`src/rtl/reqack2rdyval.sv`:
```
// Receiving end of a four-phase req/ack link with bundled data, re-presented
// as a ready/valid stream through a one-entry registered output buffer.
module reqack2rdyval #(
    parameter int DWIDTH      = 1,
    parameter bit INCLUDE_CDC = 1'b0
) (
    input  logic              clk,
    input  logic              rst_n,
    input  logic              req,
    output logic              ack,
    input  logic [DWIDTH-1:0] i_dat,
    output logic              vld,
    input  logic              rdy,
    output logic [DWIDTH-1:0] o_dat,
    output logic              o_dbg_state
);

    // Handshakes:
    //   req/ack  four-phase; i_dat must be stable from req rise until ack is seen high,
    //            and req may only fall once ack has been raised.
    //   vld/rdy  a word transfers on every rising edge where vld & rdy are both 1;
    //            vld never falls and o_dat never changes while vld=1 & rdy=0.

    typedef enum logic {
        IDLE  = 1'b0,
        ACKED = 1'b1
    } state_t;

    state_t            r_state;
    logic              r_ack;
    logic              r_vld;
    logic [DWIDTH-1:0] r_dat;
    logic              w_req_i;
    logic              w_cap;

    generate
        if (INCLUDE_CDC) begin : g_cdc
            logic [1:0] r_sync;
            always_ff @(posedge clk or negedge rst_n) begin
                if (!rst_n) begin
                    r_sync <= 2'b00;
                end else begin
                    r_sync <= {r_sync[0], req};
                end
            end
            assign w_req_i = r_sync[1];
        end else begin : g_no_cdc
            assign w_req_i = req;
        end
    endgenerate

    // A slot is free when empty or when the current word leaves this same edge.
    assign w_cap = (r_state == IDLE) && w_req_i && (!r_vld || rdy);

    always_ff @(posedge clk or negedge rst_n) begin
        if (!rst_n) begin
            r_state <= IDLE;
            r_ack   <= 1'b0;
            r_vld   <= 1'b0;
        end else begin
            case (r_state)
                IDLE: begin
                    if (w_cap) begin
                        r_state <= ACKED;
                        r_ack   <= 1'b1;
                    end
                end
                ACKED: begin
                    if (!w_req_i) begin
                        r_state <= IDLE;
                        r_ack   <= 1'b0;
                    end
                end
                default: begin
                    r_state <= IDLE;
                    r_ack   <= 1'b0;
                end
            endcase

            if (w_cap) begin
                r_vld <= 1'b1;
            end else if (rdy) begin
                r_vld <= 1'b0;
            end
        end
    end

    always_ff @(posedge clk) begin
        if (w_cap) begin
            r_dat <= i_dat;
        end
    end

    assign ack         = r_ack;
    assign vld         = r_vld;
    assign o_dat       = r_dat;
    assign o_dbg_state = (r_state == ACKED);

`ifndef SYNTHESIS
    // A request withdrawn before it was buffered would lose its data silently.
    logic r_req_d;
    always_ff @(posedge clk or negedge rst_n) begin
        if (!rst_n) begin
            r_req_d <= 1'b0;
        end else begin
            r_req_d <= w_req_i;
        end
    end

    a_req_held_until_capture: assert property (@(posedge clk) disable iff (!rst_n)
        !((r_state == IDLE) && r_req_d && !w_req_i));
`endif

endmodule

```
`config.mk`:
```
export PLATFORM = sky130hd
export DESIGN_NAME = reqack2rdyval
export DESIGN_NICKNAME = d
export VERILOG_FILES = /design/src/rtl/reqack2rdyval.sv
export SDC_FILE = /design/constraint.sdc
export NUM_CORES = 1
export LEC_CHECK = 0
export CAP_MARGIN = 10
export CORE_AREA = 5 5 42 44
export CTS_BUF_LIST = sky130_fd_sc_hd__clkbuf_16
export CTS_CLUSTER_DIAMETER = 80
export DETAILED_ROUTE_END_ITERATION = 8
export DIE_AREA = 0 0 47 49
export PLACE_DENSITY = 0.33
export SETUP_SLACK_MARGIN = 0.5
export SLEW_MARGIN = 20
export SYNTH_ARGS = -nofsm -noshare
export SYNTH_HDL_FRONTEND = slang
export SYNTH_SLANG_ARGS = --single-unit
export TNS_END_PERCENT = 30
```
`constraint.sdc`:
```
create_clock -name clk -period 1.4 [get_ports clk]
set_input_delay 0.14 -clock clk [delete_from_list [all_inputs] [get_ports clk]]
set_output_delay 0.14 -clock clk [all_outputs]
set_load 0.005 [all_outputs]
```
# Word level (Yosys, flattened, before mapping)

Cells that the tools add are included.

Flip-flop bits (word level): 4
Bits of input ports: 5
Output and inout port bits: 4

Equal/unequal tests: 2
Multiplexer cells: 8
Bitwise logic cells: 1
Reduce and logical (&&, ||, !) cells: 6

Operators with widths:

| kind                                          | number |
|---|---|
| two-way mux 1 bit                             | 6 |
| inequality test 2 bit (second input constant) | 2 |
| case mux 1 bit (2 select lines)               | 2 |
| logical AND 1 bit                             | 2 |
| AND reduction 2 bit                           | 1 |
| nonzero test 2 bit                            | 1 |
| logical NOT 1 bit                             | 1 |
| logical OR 1 bit                              | 1 |
| NOT 1 bit                                     | 1 |

# Longest topological paths before layout

Gate-level depths: netlist (run 1).

Depth in word-level cells: 5
Depth in mapped cells: 2

# Worst setup path before layout (run 1)

OpenSTA, ideal clock, no wires.

Path type: register to register
Start point: reg r_vld (netlist: vld)
End point: reg r_dat (netlist: o_dat) (enable)
Setup time: 0.298 ns
Data arrival time: 0.654 ns
Required time: 1.102 ns
Slack: 0.448 ns
Stages on the path, launching flop included: 3
Path through: dfrtp_1 and2b_1 nor2_1

Longest elaborated chain between the ends: 3

RTL lines:

| what                   | RTL line | text |
|---|---|---|
| start, declared        | 31       | `logic r_vld;` |
| start signal, assigned | 59       | `r_vld <= 1'b0;` |
| start signal, assigned | 81       | `r_vld <= 1'b1;` |
| start signal, assigned | 83       | `r_vld <= 1'b0;` |
| logical NOT 1 bit      | 53       | `assign w_cap = (r_state == IDLE) && w_req_i && (!r_vld \|\| rdy);` |
| logical OR 1 bit       | 53       |  |
| logical AND 1 bit      | 53       |  |
| net w_cap              | 34       | `logic w_cap;` |
| end signal, assigned   | 90       | `r_dat <= i_dat;` |
| end, declared          | 32       | `logic [DWIDTH-1:0] r_dat;` |

The timed path passes the listed nets, and every way through them passes these cells.
A chain may end at the register's enable or synchronous reset.

# Final worst setup path (run 1)

Start point: in rdy
End point: reg r_dat (netlist: o_dat) (enable)

Longest elaborated chain between the ends: 2

RTL lines:

| what              | RTL line | text |
|---|---|---|
| start, declared   | 13       | `input logic rdy,` |
| logical OR 1 bit  | 53       |  |
| logical AND 1 bit | 53       |  |
| net w_cap         | 34       |  |

The timed path passes the listed nets, and every way through them passes these cells.

==> impl_metrics.toml, run 1 <==
[timing]
finalClockSkew_ns = 0.00428
worstMarginPinSlew_ns = 0.170
fmax_mhz = 1000
setup-violations-final = 0
fin_crit_ns = 0.999
slew_viol_final = 0
period_share_pct = 71.3
setup_tns_ns = 0
max_slew_margin_pct = 88.6
hold_viol = 0
grt_setup_unrepaired = "true"

[clocking]
cts.sinks = 4
insertion_delay_ns = 0.23
cts-root-buf = "clkbuf_16"
clk_path_buf_depth = 2
clkTransAtPathRegs_ns = 0.03
cts_buffers = 3
htree_levels = 1
cts_tree = "yes"

[grt]
grt_pass1_vias = 188
grt_first_pass_wirelength_um = 821
grt_max_degree = 4
met3_usage_pct = 5.54
top_usage_layer = "met2"
use_met2_pct = 7.24
overflow = 0
met1_usage_pct = 5.75
antenna_found_initial = 0
grt_usage_pct = 5.79

[drt]
first_pass_iters = 4
vias_per_cell = 3.48
drtIter0Drc = 5
avgRoutedWirePerCell_um = 10.9
num_vias = 160
totalWireLength_um = 502
drc = 0
ant_nets = 0

[synthesis]
synth-seq-cells = 4
ys_seq_area_share_pct = 62.2
synth_area_um2 = 169
netlist_instances = 12
ys_types = 9
synth_warnings = 0
synth_nets = 17
avgSynthCellArea_um2 = 14.1

[outcome]
outcome = "complete, no violations"

[die]
io_pins = 9
fp-row-count = 14
fp.dieH_um = 49
dieArea_mm2 = 0.00230
core-area_mm2 = 0.00140
start_util_pct = 12.1
die_x_um = 47

[worst_setup_path]
required_ns = 1.34
cp_max_fo = 2
slowest_delay_ns = 0.48
worstPathCellList = "clkdlybuf4s50_1, and2b_1, nor2_4"
crit_type = "input port to flip-flop"
worst_setup_path_start_kind = "input port"
end_kind = "flip-flop"
cp_slowest_cell = "clkdlybuf4s50_1"
reg2reg_setup_slack_ns = 0.40
cp.arrival_ns = 0.94

[finish]
n_antenna_cell = 0
final_cells = 46
area_growth_pct = 136
fillers = 158
layout-drive-gt1-share_pct = 43.3
finish.net_count = 36

[placed_design]
io_buffers = 8
place_inst = 36
gp_congestion = 0.608

[power_and_ir_drop]
p_leak_nw = 0.182
irDropWorstVdd_mv = 0.724
power_density_mw_per_mm2 = 1700

[hold_path]
worstHoldPathType = "input port to async pin"

[flow_run]
drv_cap = 0
cell usage in the layout (no fill, tap or decap), types with 2 or more instances in the layout:
master / instances
nand2b_1: 2
buf_4: 5
clkbuf_16: 3
dfrtp_1: 3
clkdlybuf4s50_1: 4
clkdlybuf4s15_1: 2
state kept, by name, indices dropped and copies added, names as in the netlist:
name and count:
vld 1, o_dbg_state 1, ack 1, o_dat 1
cell families after synthesis:
logic type         count (synthesis)  synth area share, %
DFF                                4                 62.2
and+or+nand+nor                    6                 24.4
AOI/OAI and AO/OA                  2                 13.3
Yosys cell counts:
cell type	number	area [um^2]
and2b_1	1	7.51
dfrtp_1	3	75.1
nand2_1	1	3.75
nand2b_1	2	12.5
nand2b_4	1	13.8
edfxtp_1	1	30.0
o2bb2ai_2	1	15.0
nor2_1	1	3.75
o21a_1	1	7.51
cell type report:
class | count | area (um^2) | area share (%)
clock buffer | 3 | 75.1 | 18.9
clock inverter | 1 | 3.75 | 0.943
multi-input combinational | 8 | 71.3 | 17.9
sequential | 4 | 105 | 26.4
tap | 16 | 20.0 | 5.03
timing repair buffer | 14 | 123 | 30.8
power breakdown:
part / switching, mW / internal [mW]
Combinational: 0.0280 / 0.0564
Clock: 0.0851 / 0.369
Sequential: 0.00676 / 0.132
timing repair:
item                                    CTS  global route
buffers inserted                          5             1
endpoints found under the setup margin    5             7
pin swaps                                 1             0
gates resized for setup                   7             3
hold buffers                              0             0
metrics by stage:
stage | hold WS [ns] | worst slack [ns] | utilization (%) | cell area (um^2) | power [mW]
6_report | 0.105 | 0.401 | 28.4 | 398 | 0.678
5_1_grt | 0.129 | 0.375 | 28.4 | 398 | 0.707
4_1_cts | 0.117 | 0.403 | 27.8 | 389 | 0.669
3_5_place_dp | 0.345 | 0.201 | 19.4 | 272 | 0.203
3_3_place_gp | 0.346 | 0.198 | 19.4 | 272 | 0.204
2_1_floorplan | -0.156 | 0.463 | - | 171 | 0.163
critical path, delay by kind of cell:
kind / cells / cell delay (ns)
and+or+nand+nor: 2 / 0.33
buffers and inverters: 1 / 0.48
layer usage:
layer	part of all wire, %	wire length [um]
met1	38	190
met2	49	247
met3	13	64
met4	0	0
met5	0	0
worst paths after layout:
path / from / end / cells past startpoint
worst min register to register: vld / vld / 2
max in group asynchronous: rst_n / ack / 1
min in group clk: i_dat / o_dat / 1
worst min-delay path: rst_n / vld / 1
worst max register to register: o_dbg_state / o_dat / 3
worst max-delay path: rdy / o_dat / 3
No activity file was read; power rests on OpenSTA's default activity.
==> inputs of run 2 (changes only) <==
- PLACE_DENSITY: 0.33 -> 0.34
- clock period: 1.4 -> 0.84 ns (I/O delays scaled with it)
==> run 2 against run 1 <==
  * The flow now finishes with violations (negative setup slack)
  * Worst setup slack got worse by 0.50 ns
  * Utilization shrank 2.9 points
  * Sequential cell count stayed put
==> impl_metrics.toml, run 2 (synthesis gave the netlist of run 1 again) <==
[placed_design]
io_buffers = 8
gp_congestion = 0.618
post-place-ws_ns = -0.280
post_dp_cell_area_um2 = 294

[worst_setup_path]
crit_end = "o_dat"
cp.arrival_ns = 0.88
end_kind = "flip-flop"
reg2reg_setup_slack_ns = -0.1
required_ns = 0.78
worst_setup_path_start_kind = "flip-flop"
timing.rr.start = "vld"
r2r_cells = 2
cp_max_fo = 3
rr_endpoint = "o_dat"
crit_type = "flip-flop to flip-flop"
startpoint = "vld"

[clocking]
htree_levels = 1
cts-root-buf = "clkbuf_16"
ctsHoldBuffers = 0
clk_path_buf_depth = 2
cts_buffers = 3
insertion_delay_ns = 0.22
clkTransAtPathRegs_ns = 0.03
cts.sinks = 4
cts_setup_buffers = 0
cts_tree = "yes"

[die]
die_x_um = 47
start_util_pct = 12.1
io_pins = 9
fp-row-count = 14
fp.dieH_um = 49
core-area_mm2 = 0.00140
dieArea_mm2 = 0.00230

[finish]
fillers = 163
finish.net_count = 33
area_growth_pct = 111
n_antenna_cell = 0
layout-drive-gt1-share_pct = 48.1
fin_area_um2 = 357
final_cell_mix = "3 x dfrtp_1, 3 x clkbuf_16, 3 x clkdlybuf4s50_1, 3 x buf_4"
post-route-util_pct = 25.4

[timing]
fmax_mhz = 1070
max_slew_margin_pct = 88.5
finalClockSkew_ns = 0.00156
worstMarginPinSlew_ns = 0.172
hold_viol = 0
fin_crit_ns = 0.936
period_share_pct = 111
fin_ws_ns = -0.0964
slew_viol_final = 0
setup_tns_ns = -0.159
setup-violations-final = 2
grt_setup_unrepaired = "true"

[grt]
grt_pass1_vias = 174
antenna_found_initial = 0
grt_max_degree = 5
grt_first_pass_wirelength_um = 738
overflow = 0
grt_usage_pct = 5.37

[power_and_ir_drop]
irDropWorstVdd_mv = 0.980
p_leak_nw = 0.164
power_density_mw_per_mm2 = 3080
power_mw = 1.10

[drt]
num_vias = 142
vias_per_cell = 3.30
first_pass_iters = 1
avgRoutedWirePerCell_um = 10.2
drc = 0
drtIter0Drc = 0
ant_nets = 0
totalWireLength_um = 437

[flow_run]
drv_cap = 0

[outcome]
outcome = "finished, violations left"
violations = "negative setup slack"

[hold_path]
worstHoldPathType = "input port to async pin"
run 2: cell type report:
type | count | area (um^2) | share of cell area (%)
clock inverter | 1 | 3.75 | 1.05
clock buffer | 3 | 75.1 | 21.1
tap | 16 | 20.0 | 5.61
sequential | 4 | 105 | 29.5
multi-input combinational | 8 | 71.3 | 20.0
timing repair buffer | 11 | 81.3 | 22.8
run 2: power by group:
| group | internal (mW) | switching, mW |
|---|---|---|
| clock | 0.615 | 0.143 |
| combinational | 0.0683 | 0.0400 |
| sequential | 0.220 | 0.0112 |
| total | 0.904 | 0.194 |
run 2: per-stage QoR:
step | hold WS (ns) | cells
global placement | 0.292 | 39
finish | 0.0548 | 43
global route | 0.0717 | 43
floorplan | -0.212 | 12
CTS | 0.0577 | 43
detailed placement | 0.296 | 39
run 2: worst min-delay path by stage:
| stage | startpoint | to | slack, ns | cells after the start |
|---|---|---|---|---|
| final | rst_n | ack | 0.05 | 1 |
| after global routing | rst_n | ack | 0.07 | 1 |
| after CTS | rst_n | ack | 0.06 | 1 |
| after detailed placement | rst_n | ack | 0.30 | 1 |
| after global placement | rst_n | vld | 0.29 | 1 |
| after floorplan | rst_n | ack | -0.21 | 0 |
run 2: critical path: stages (launching register included):
cell	delay (ns)
dfrtp_1	0.38
and2b_1	0.20
nor2_4	0.08
run 2: what timing repair did:
item,CTS,global route
endpoints found under the setup margin,9,8
resized for setup,11,5
gates cloned,0,0
run 2: per-layer routing:
metal	global-route usage, %	share of wire [%]	wire length, um	vias up
met3	4.06	15	66	4
met5	0	0	0	-
li1	-	-	-	69
met2	4.98	34	150	9
met1	5.54	44	191	60
met4	8.29	6.6	29	0
==> inputs of run 3 (changes only) <==
- CORE_AREA: 5 5 42 44 -> 2 2 39 41
- DIE_AREA: 0 0 47 49 -> 0 0 41 43
- PLACE_DENSITY: 0.34 -> 0.33
- SKIP_LAST_GASP: default -> 1
- clock period: 0.84 -> 1 ns (I/O delays scaled with it)
==> run 3 against run 2 <==
  * The flow now finishes without violations
  * First-iteration DRC count up 2
  * Critical endpoint unchanged
  * Critical path type unchanged
  * Cell area is 9.5% higher
  * Sequential share of layout area down 2.6 points
==> impl_metrics.toml, run 3 (synthesis gave the netlist of run 1 again) <==
[power_and_ir_drop]
power_density_mw_per_mm2 = 2400
switching_share_pct = 17.9
intPower_mw = 0.771
p_leak_nw = 0.179
pwr-share-seq_pct = 20.7
p_sw_mw = 0.168
pwr-share-comb_pct = 11.0
p_clk_share_pct = 68.3
irDropWorstVdd_mv = 0.769

[worst_setup_path]
end_kind = "flip-flop"
required_ns = 0.94
crit_type = "flip-flop to flip-flop"
cp_slowest_cell = "dfrtp_1"
worstPathCellList = "buf_6, nand2b_4, nor2_4"
cp.arrival_ns = 0.94
worst_setup_path_start_kind = "flip-flop"
slowest_delay_ns = 0.38
cp_max_fo = 2

[drt]
totalWireLength_um = 415
ant_nets = 0
vias_per_cell = 3.38
first_pass_iters = 2
num_vias = 152
drc = 0
avgRoutedWirePerCell_um = 9.22
drtIter0Drc = 2

[timing]
slew_viol_final = 0
fin_crit_ns = 0.993
worstMarginPinSlew_ns = 0.160
finalClockSkew_ns = 0.00498
grt_setup_unrepaired = "true"
setup_tns_ns = 0
setup-violations-final = 0
fmax_mhz = 1010
period_share_pct = 99.3
hold_viol = 0
max_slew_margin_pct = 89.3

[outcome]
outcome = "complete, no violations"

[grt]
met3_usage_pct = 6.81
overflow = 0
use_met2_pct = 7.19
grt_pass1_vias = 178
antenna_found_initial = 0
grt_max_degree = 4
grt_usage_pct = 7.45
top_usage_layer = "met1"
met1_usage_pct = 8.44
grt_first_pass_wirelength_um = 731

[die]
start_util_pct = 12.2
fp-row-count = 14
core-area_mm2 = 0.00138
io_pins = 9
die_x_um = 41
fp.dieH_um = 43
dieArea_mm2 = 0.00176

[finish]
layout-drive-gt1-share_pct = 44.8
finish.net_count = 35
area_growth_pct = 131
post-route-util_pct = 28.2
final_cell_mix = "4 x clkdlybuf4s50_1, 4 x buf_4, 3 x dfrtp_1, 3 x clkbuf_16"
n_antenna_cell = 0

[placed_design]
gp_congestion = 0.568
io_buffers = 8

[clocking]
cts_tree = "yes"
cts-root-buf = "clkbuf_16"
htree_levels = 1
ctsHoldBuffers = 0
cts_buffers = 3
cts.sinks = 4
insertion_delay_ns = 0.23
clkTransAtPathRegs_ns = 0.03
clk_path_buf_depth = 2

[hold_path]
worstHoldPathType = "input port to async pin"

[flow_run]
drv_cap = 0
-- run 3: cell types whose count changed in the layout (fill, tap and decap cells not counted), sizes merged --
cell,change
buf,+1
clkdlybuf4s50,+1
dlygate4sd2,+1
clkbuf,-1
-- run 3: critical path: cells and delay by family, from the launching register on --
family | cells | cell delay [ns]
buf+inv | 1 | 0.12
flops | 1 | 0.38
simple gates | 2 | 0.21
-- run 3: per-stage QoR --
step	hold slack (ns)	area, um^2	total power, mW	std cells	worst slack, ns
3_3_place_gp	0.302	294	0.297	39	-0.145
3_5_place_dp	0.302	294	0.296	39	-0.146
4_1_cts	0.0610	389	0.953	45	0.00843
6_report	0.0620	390	0.938	45	0.00668
2_1_floorplan	-0.196	171	0.229	12	0.0629
5_1_grt	0.0766	390	0.980	45	-0.0230
-- run 3: worst paths after layout --
kind                             start     to  slack, ns  cells past startpoint
hold / removal                   rst_n    ack       0.06                      1
setup / recovery           o_dbg_state  o_dat      0.007                      3
max in group asynchronous        rst_n    vld       0.78                      1
min in group clk                 i_dat  o_dat       0.44                      1
setup reg to reg           o_dbg_state  o_dat      0.007                      3
hold reg to reg                    ack    ack       0.49                      1
-- run 3: power by group through the flow --
stage / clock network [mW] / registers (mW) / logic (mW)
after floorplan: 0 / 0.199 / 0.0296
after global placement: 0 / 0.197 / 0.0997
after detailed placement: 0 / 0.198 / 0.0983
after CTS: 0.656 / 0.194 / 0.103
after global routing: 0.671 / 0.197 / 0.112
final: 0.641 / 0.195 / 0.103
-- run 3: final cells by class --
class | instances | area, um^2
sequential | 4 | 105
tap | 16 | 20.0
fill | 138 | 993
timing repair buffer | 13 | 115
clock buffer | 3 | 75.1
clock inverter | 1 | 3.75
multi-input combinational | 8 | 71.3
-- run 3: repair_timing --
item	4_1_cts	5_1_grt
buffers inserted	2	0
endpoints found under the setup margin	9	9
gates resized for setup	9	3
pin swaps	1	0
-- run 3: routing by layer --
layer	routed length, um	share of wire (%)	vias to the layer above
met5	0	0	-
met4	7	1.7	0
met3	60	14	2
met2	140	34	11
met1	207	50	62
li1	-	-	77
==> RTL change (settings of run 1) <==
The parameter `INCLUDE_CDC` goes from 1'b0 to 1'b1.
--- a/src/rtl/reqack2rdyval.sv
+++ b/src/rtl/reqack2rdyval.sv
@@ -2,7 +2,7 @@
 // as a ready/valid stream through a one-entry registered output buffer.
 module reqack2rdyval #(
     parameter int DWIDTH      = 1,
-    parameter bit INCLUDE_CDC = 1'b0
+    parameter bit INCLUDE_CDC = 1'b1
 ) (
     input  logic              clk,
     input  logic              rst_n,
Check against the original RTL: not equivalent (Yosys sat finds a counterexample within 4 cycles, from zero or initial values and one cycle with rst_n low).
==> RTL change against run 1 <==
- via count increased by 6.9%
- sequential cell count grew 2
- non-clock buffer count shrank 3
- clock skew decreased by 0.0011 ns
- worst setup slack worse by 0.012 ns
- synthesized cell count is 25% higher
- final area up 13%
- sequential share of layout area rose by 8.1 points
- critical path depth unchanged
- fmax fell by 1.2%
- synthesized area increased by 34%
- routed wire length is 1.4% higher
- power increased by 11%
- critical endpoint unchanged
- largest cell class is now registers
- highest routed layer is now met4
==> RTL change: results (changes against run 1) <==
status: "finished, final reports clean"  # unchanged
clock_area_share_pct: 17.55  # was 19.81%
dp_slack_ns: 0.2322  # was 0.2008 ns
grt_start_max_net_pins: 6  # was 4
p_clk_share_pct: 62.5  # was 67.0%
ys_ff_latch: 6  # was 4
grt_first_pass_wirelength_um: 910  # was 821 um
gp_congestion: 0.6589  # was 0.6083
synth_top_cells_by_count: "5 x dfrtp_1, 2 x nand2_1"  # was 3 x dfrtp_1, 2 x nand2b_1
syn_nets: 20  # was 17
yosysUniqueCellTypes: 10  # was 9
cpLargestDelayFamily: "flip-flops"  # was buffers and inverters
holdWs_ns: 0.1338  # was 0.1052 ns
buf_share_pct: 24.23  # was 30.82%
postSynthCellCount: 15  # was 12
dpl_cell_area_um2: 334.1  # was 271.5 um2
relSlewSlack_pct: 84.68  # was 88.60%
power_frac_comb_pct: 10.8  # was 12.5%
dr.pass1.iters: 2  # was 4
async_flop_share_pct: 83.33  # was 75.00%
nFillCells: 149  # was 158
dr.first_iter.drc_count: 1  # was 5
ir_worst_vdd_mv: 0.7648  # was 0.7240 mV
path_class: "reg -> reg"  # was in -> reg
sw_frac_of_total_pct: 18.47  # was 17.70%
grt_pass1_vias: 212  # was 188
[RTL change: cell types whose count changed after synthesis, sizes merged]
| cell | run 1 | this run |
|---|---|---|
| dfrtp | 3 | 5 |
| and2b | 1 | 0 |
| inv | 0 | 1 |
| nand2 | 1 | 2 |
| nand2b | 3 | 2 |
| nor2b | 0 | 1 |
| o221ai | 0 | 1 |
| o2bb2ai | 1 | 0 |
[RTL change: cells by family after synthesis]
family | after synthesis | synth area share [%]
AOI/OAI and AO/OA | 2 | 9.944
buffers and inverters | 1 | 1.656
DFF | 6 | 68.51
and+or+nand+nor | 6 | 19.89
[RTL change: what timing repair did]
item	CTS	global route
gates resized for setup	11	0
buffers inserted	3	0
endpoints found under the hold margin	0	0
endpoints found under the setup margin	5	7
cloned	0	0
